$ cat src/rtl/wave_sequencer.sv
// Wave-table sequencer: paces reads from a 128-entry sample table with a prescaler,
// steps through it in bursts of whole periods and hands the samples on with a valid/ready handshake.
module wave_sequencer #(
    parameter int PRESC_W = 16,
    parameter int BURST_W = 8
) (
    input  logic                      clk,
    input  logic                      rst,
    input  logic [PRESC_W-1:0]        i_prescaler,
    input  logic [6:0]                i_step,
    input  logic [BURST_W-1:0]        i_burst,
    input  logic                      i_start,
    input  logic                      i_stop,
    output logic                      o_ren,
    output logic [6:0]                o7_addr,
    input  logic signed [15:0]        is16_rdata,
    output logic signed [15:0]        os16_sample,
    output logic                      o_valid,
    input  logic                      i_ready,
    output logic                      o_busy,
    output logic                      o_done,
    output logic                      o_overrun
);

    typedef enum logic [1:0] {IDLE, RUN, FINISH} state_t;

    state_t             state;
    logic [PRESC_W-1:0] presc_cnt;
    logic [6:0]         addr;
    logic [BURST_W-1:0] period_cnt;
    logic               rd_vld_p1;

    logic               tick;
    logic               pending;
    logic [7:0]         addr_sum;
    logic               wrap;
    logic               burst_end;

    function automatic logic [6:0] eff_step(input logic [6:0] step);
        return (step == 7'd0) ? 7'd1 : step;
    endfunction

    // Using >= lets a prescaler shrunk mid-count tick straight away instead of running to wrap.
    assign tick      = (state == RUN) && (presc_cnt >= i_prescaler);
    assign pending   = o_valid && !i_ready;
    assign o_ren     = tick && !pending && !i_stop;
    assign o7_addr   = addr;
    assign addr_sum  = {1'b0, addr} + {1'b0, eff_step(i_step)};
    assign wrap      = addr_sum[7];
    assign burst_end = wrap && (i_burst != '0) && ((period_cnt + BURST_W'(1)) == i_burst);
    assign o_busy    = (state != IDLE);
    // Done fires as the last sample leaves, so it does not wait an extra cycle for o_valid to drop.
    assign o_done    = (state == FINISH) && !rd_vld_p1 && (!o_valid || i_ready);

    always_ff @(posedge clk) begin
        if (rst) begin
            state       <= IDLE;
            presc_cnt   <= '0;
            addr        <= '0;
            period_cnt  <= '0;
            rd_vld_p1   <= 1'b0;
            os16_sample <= '0;
            o_valid     <= 1'b0;
            o_overrun   <= 1'b0;
        end else begin
            case (state)
                IDLE: begin
                    if (i_start) begin
                        addr       <= '0;
                        period_cnt <= '0;
                        presc_cnt  <= '0;
                        o_overrun  <= 1'b0;
                        state      <= RUN;
                    end
                end
                RUN: begin
                    if (i_stop) begin
                        state <= FINISH;
                    end else begin
                        presc_cnt <= tick ? '0 : presc_cnt + PRESC_W'(1);
                        if (tick) begin
                            if (pending) begin
                                o_overrun <= 1'b1;
                            end else begin
                                addr <= addr_sum[6:0];
                                if (wrap)
                                    period_cnt <= period_cnt + BURST_W'(1);
                                if (burst_end)
                                    state <= FINISH;
                            end
                        end
                    end
                end
                FINISH: begin
                    if (o_done)
                        state <= IDLE;
                end
                default: state <= IDLE;
            endcase

            // stage p1: table data returns one cycle after the read
            rd_vld_p1 <= o_ren;
            if (rd_vld_p1) begin
                // A held sample is never overwritten; data arriving behind it is lost.
                if (!pending) begin
                    os16_sample <= is16_rdata;
                    o_valid     <= 1'b1;
                end else begin
                    o_overrun   <= 1'b1;
                end
            end else if (o_valid && i_ready) begin
                o_valid <= 1'b0;
            end
        end
    end

endmodule
$ cat config.mk
export PLATFORM = sky130hd
export DESIGN_NAME = wave_sequencer
export DESIGN_NICKNAME = d
export VERILOG_FILES = /design/src/rtl/wave_sequencer.sv
export SDC_FILE = /design/constraint.sdc
export NUM_CORES = 1
export LEC_CHECK = 0
export ABC_CLOCK_PERIOD_IN_PS = 5300
export CORE_MARGIN = 2
export CORE_UTILIZATION = 54
export DETAILED_ROUTE_END_ITERATION = 16
export PLACE_DENSITY_LB_ADDON = 0.05
export SLEW_MARGIN = 25
export SYNTH_ARGS = -nofsm -noshare
export SYNTH_HDL_FRONTEND = slang
export SYNTH_SLANG_ARGS = --single-unit
$ cat constraint.sdc
create_clock -name clk -period 5.3 [get_ports clk]
set_clock_uncertainty 0.2 [all_clocks]
set_input_delay 1.325 -clock clk [delete_from_list [all_inputs] [get_ports clk]]
set_output_delay 1.325 -clock clk [all_outputs]
set_load 0.05 [all_outputs]
==> results.md <==
- Peak VDD IR: ~0.00016 V
- Status: finished, final reports clean
- Synth top area share: about 33%
- DR vias/cell: 5.560
- Layout Nets: approximately 550
- Synth Area in Compound Gates: 16.07%
- Hold depth: 2
- H-tree depth: 2
- Setup-failing EPs final: 0
- Antenna violation net count after detailed routing: 0
- Pre-CTS setup slack: 0.05753 ns
- Critical R2R Launch: presc_cnt[0]
- Antenna violations before repair: 0
- Drt first pass iters: 5
- DRC violations left: 0
- Row cnt: 28
- FF-to-FF End: presc_cnt[10]
- Clock Latency Late Sink: approximately 0.31 ns
- Ys flop type: dfxtp_1
- Via Count: 3069
- Slew Limit Fails: 0
- Starting Density: approximately 55%
- Largest family of logic cells by synthesized area: simple AND/OR/NAND/NOR gates
- PD cells: roughly 180 mW/mm2
- Placed cells: approximately 540
- Seq cells post-synth: 52
- Critical Path AT: about 3.6 ns
- Post-synth top area cell: dfxtp_1
- DRC violation total after the first TritonRoute iteration: around 130
- Worst-Margin Slew: 0.8496 ns
- Final global-route overflow total: 0
- Adder-cell share of the synthesized area: between 10% and 20%
- Synth Instances: 403
- First-pass GRT wire length: 13310 um
- Hold path start: os16_sample[8]
- RSZ-0062 raised after global routing: no
- Post-route non-filler standard cell count: approximately 550
- Final total power: between 0.7 and 0.8 mW
- FF-to-FF path depth: 8
- Synth Net Count: around 480
- Gpl congestion: roughly 0.84
- Total core area: approximately 0.0058 mm2
- Post-Synth XOR/XNOR Area: 8.503%
- Post-route cell area: just over 0.004 mm2
- CP endpoint kind: output pin
- Setup crit start kind: primary input
- GR Util All Layers: roughly 25%
- Antenna diodes: 0
- DP Wirelength: 5859 um
- Share of cells above drive strength 1: under 10%
- Clk root buf: clkbuf_8
- Total clock sinks: 52
- Hold Path Class: register to register
- Final core utilization: just over 70%
- Hold Crit Endpoint: os16_sample[8]
- Most frequent cells in the layout: 78 x clkdlybuf4s50_1, 58 x nand2_1, 52 x dfxtp_1
- Commonest non-fill, non-tap cell in the layout: clkdlybuf4s50_1
- Ports: 80
- Largest net degree at the start of global routing: 39
- Tmin final: 5.147 ns
- Final count of hold timing violations: 0
- Final setup TNS: 0 ns
- Synth top area cells: dfxtp_1 33%, ha_1 9.8%, nand2_1 6.8%
- Hold WS: 0.2574 ns
- Final worst-path setup slack: around 0.15 ns
- Placed instance area: 0.004020 mm2
- Post-synth EDFFs: 0
- Max cap viols: 0
- Sequential share of the synthesized area: between 30% and 40%
- Crit-path max FO: 4
- Post-route clock period utilization: a little over nine tenths
- CTS tree: done
- Slew headroom: between 40% and 50%
- Syn Std Cell Area: 0.003193 mm2
- Clock transition at path regs: ~0.10 ns
- Required @ worst endpoint: roughly 3.8 ns
- WS Path Type: primary input to output pin
- Routed WL: between 7000 and 8000 um
- Area Growth Syn to Fin: 28.84%
- Wire per inst: between 10 and 15 um
- Number of global-route vias before repair: between 2000 and 3000
- TritonCTS buffer count: 5
- Ys async rst share: 0%
- Mux share of post-synthesis cell area: less than 1%
- Number of port buffers: 79
- Fmax achieved: just under 0.2 GHz
- Leak pwr: roughly 1.6 nW
- Reg2reg setup slack: ~2.6 ns
- CTS Hold Bufs: 0
- YS warnings: 0
- Die area: between 0.006 and 0.007 mm2
- Die X: between 80 and 90 um
- Mean cell area of the mapped netlist: 7.923 um2
- Post-synth cell types: 49
- Die H: around 80 um
- CTS Buffer Depth: 2
- Post-synthesis simple-gate area fraction: around 27%
-- flip-flops by register name, indices dropped and copies added (netlist names) --
signal / flops
state: 2
o_valid: 1
presc_cnt: 16
o_overrun: 1
rd_vld_p1: 1
os16_sample: 16
period_cnt: 8
o7_addr: 7
-- what timing repair did --
item | CTS | global route
setup endpoints to repair | 0 | 1
buffers inserted | 0 | 0
gates resized for setup | 0 | 2
-- how the worst max path moves through the flow --
stage                    startpoint  endpoint  slack (ns)  depth (start not counted)
floorplan           i_prescaler[13]     o_ren        0.20                          7
global placement    i_prescaler[13]     o_ren        0.12                         10
detailed placement  i_prescaler[13]     o_ren        0.06                         10
CTS                 i_prescaler[13]     o_ren        0.05                         10
global route        i_prescaler[13]     o_ren        0.03                         10
finish              i_prescaler[13]     o_ren        0.15                         10
-- routing by layer --
layer / global-route usage (%) / routed length [um]
met2: 41.74 / 3598
met1: 34.89 / 3606
met5: 0 / 0
met3: 5.333 / 488
met4: 4.407 / 37
-- worst max-delay path: stages --
cell	delay [ns]
clkdlybuf4s50_1	0.46
inv_1	0.04
ha_1	0.32
a211oi_2	0.23
nor2_1	0.09
or4_4	0.54
o21ai_1	0.20
buf_4	0.16
nor3_1	0.05
buf_4	0.21
-- power by group --
group,internal [mW],switching (mW)
Sequential,0.393,0.00414
Clock,0.0943,0.134
Combinational,0.0626,0.0699
-- cells in the mapped netlist, drive strengths merged, types with 2 or more instances --
cell,n
nand2b,7
xor2,15
nor4,7
or3,2
nand4,11
o21ai,9
buf,4
nand2,58
a31oi,5
nor3,11
nand3,23
or4,2
and3,10
a211oi,2
nor2b,5
o211ai,5
a21o,9
ha,25
o21a,3
dfxtp,52
xnor2,16
inv,25
nor2,32
clkbuf,11
and4,2
a32oi,3
and2,3
a21oi,34
-- area by class of cell --
cell class / instances / area, um2
Clock buffer: 6 / 72.57
Clock inverter: 2 / 16.27
Fill cell: 525 / 1702
Inverter: 25 / 93.84
Multi-Input combinational cell: 311 / 1993
Sequential cell: 52 / 1041
Tap cell: 75 / 93.84
Timing Repair Buffer: 81 / 803.3
-- cells by family after synthesis --
kind of cell / after synthesis
AND/OR/NAND/NOR: 176
AO/OA/AOI/OAI: 77
flip-flops: 52
buffers and inverters: 40
XOR/XNOR: 31
adder cells (fa/ha/maj): 26
multiplexers: 1
Note: power is estimated with default switching activity, not from simulation.
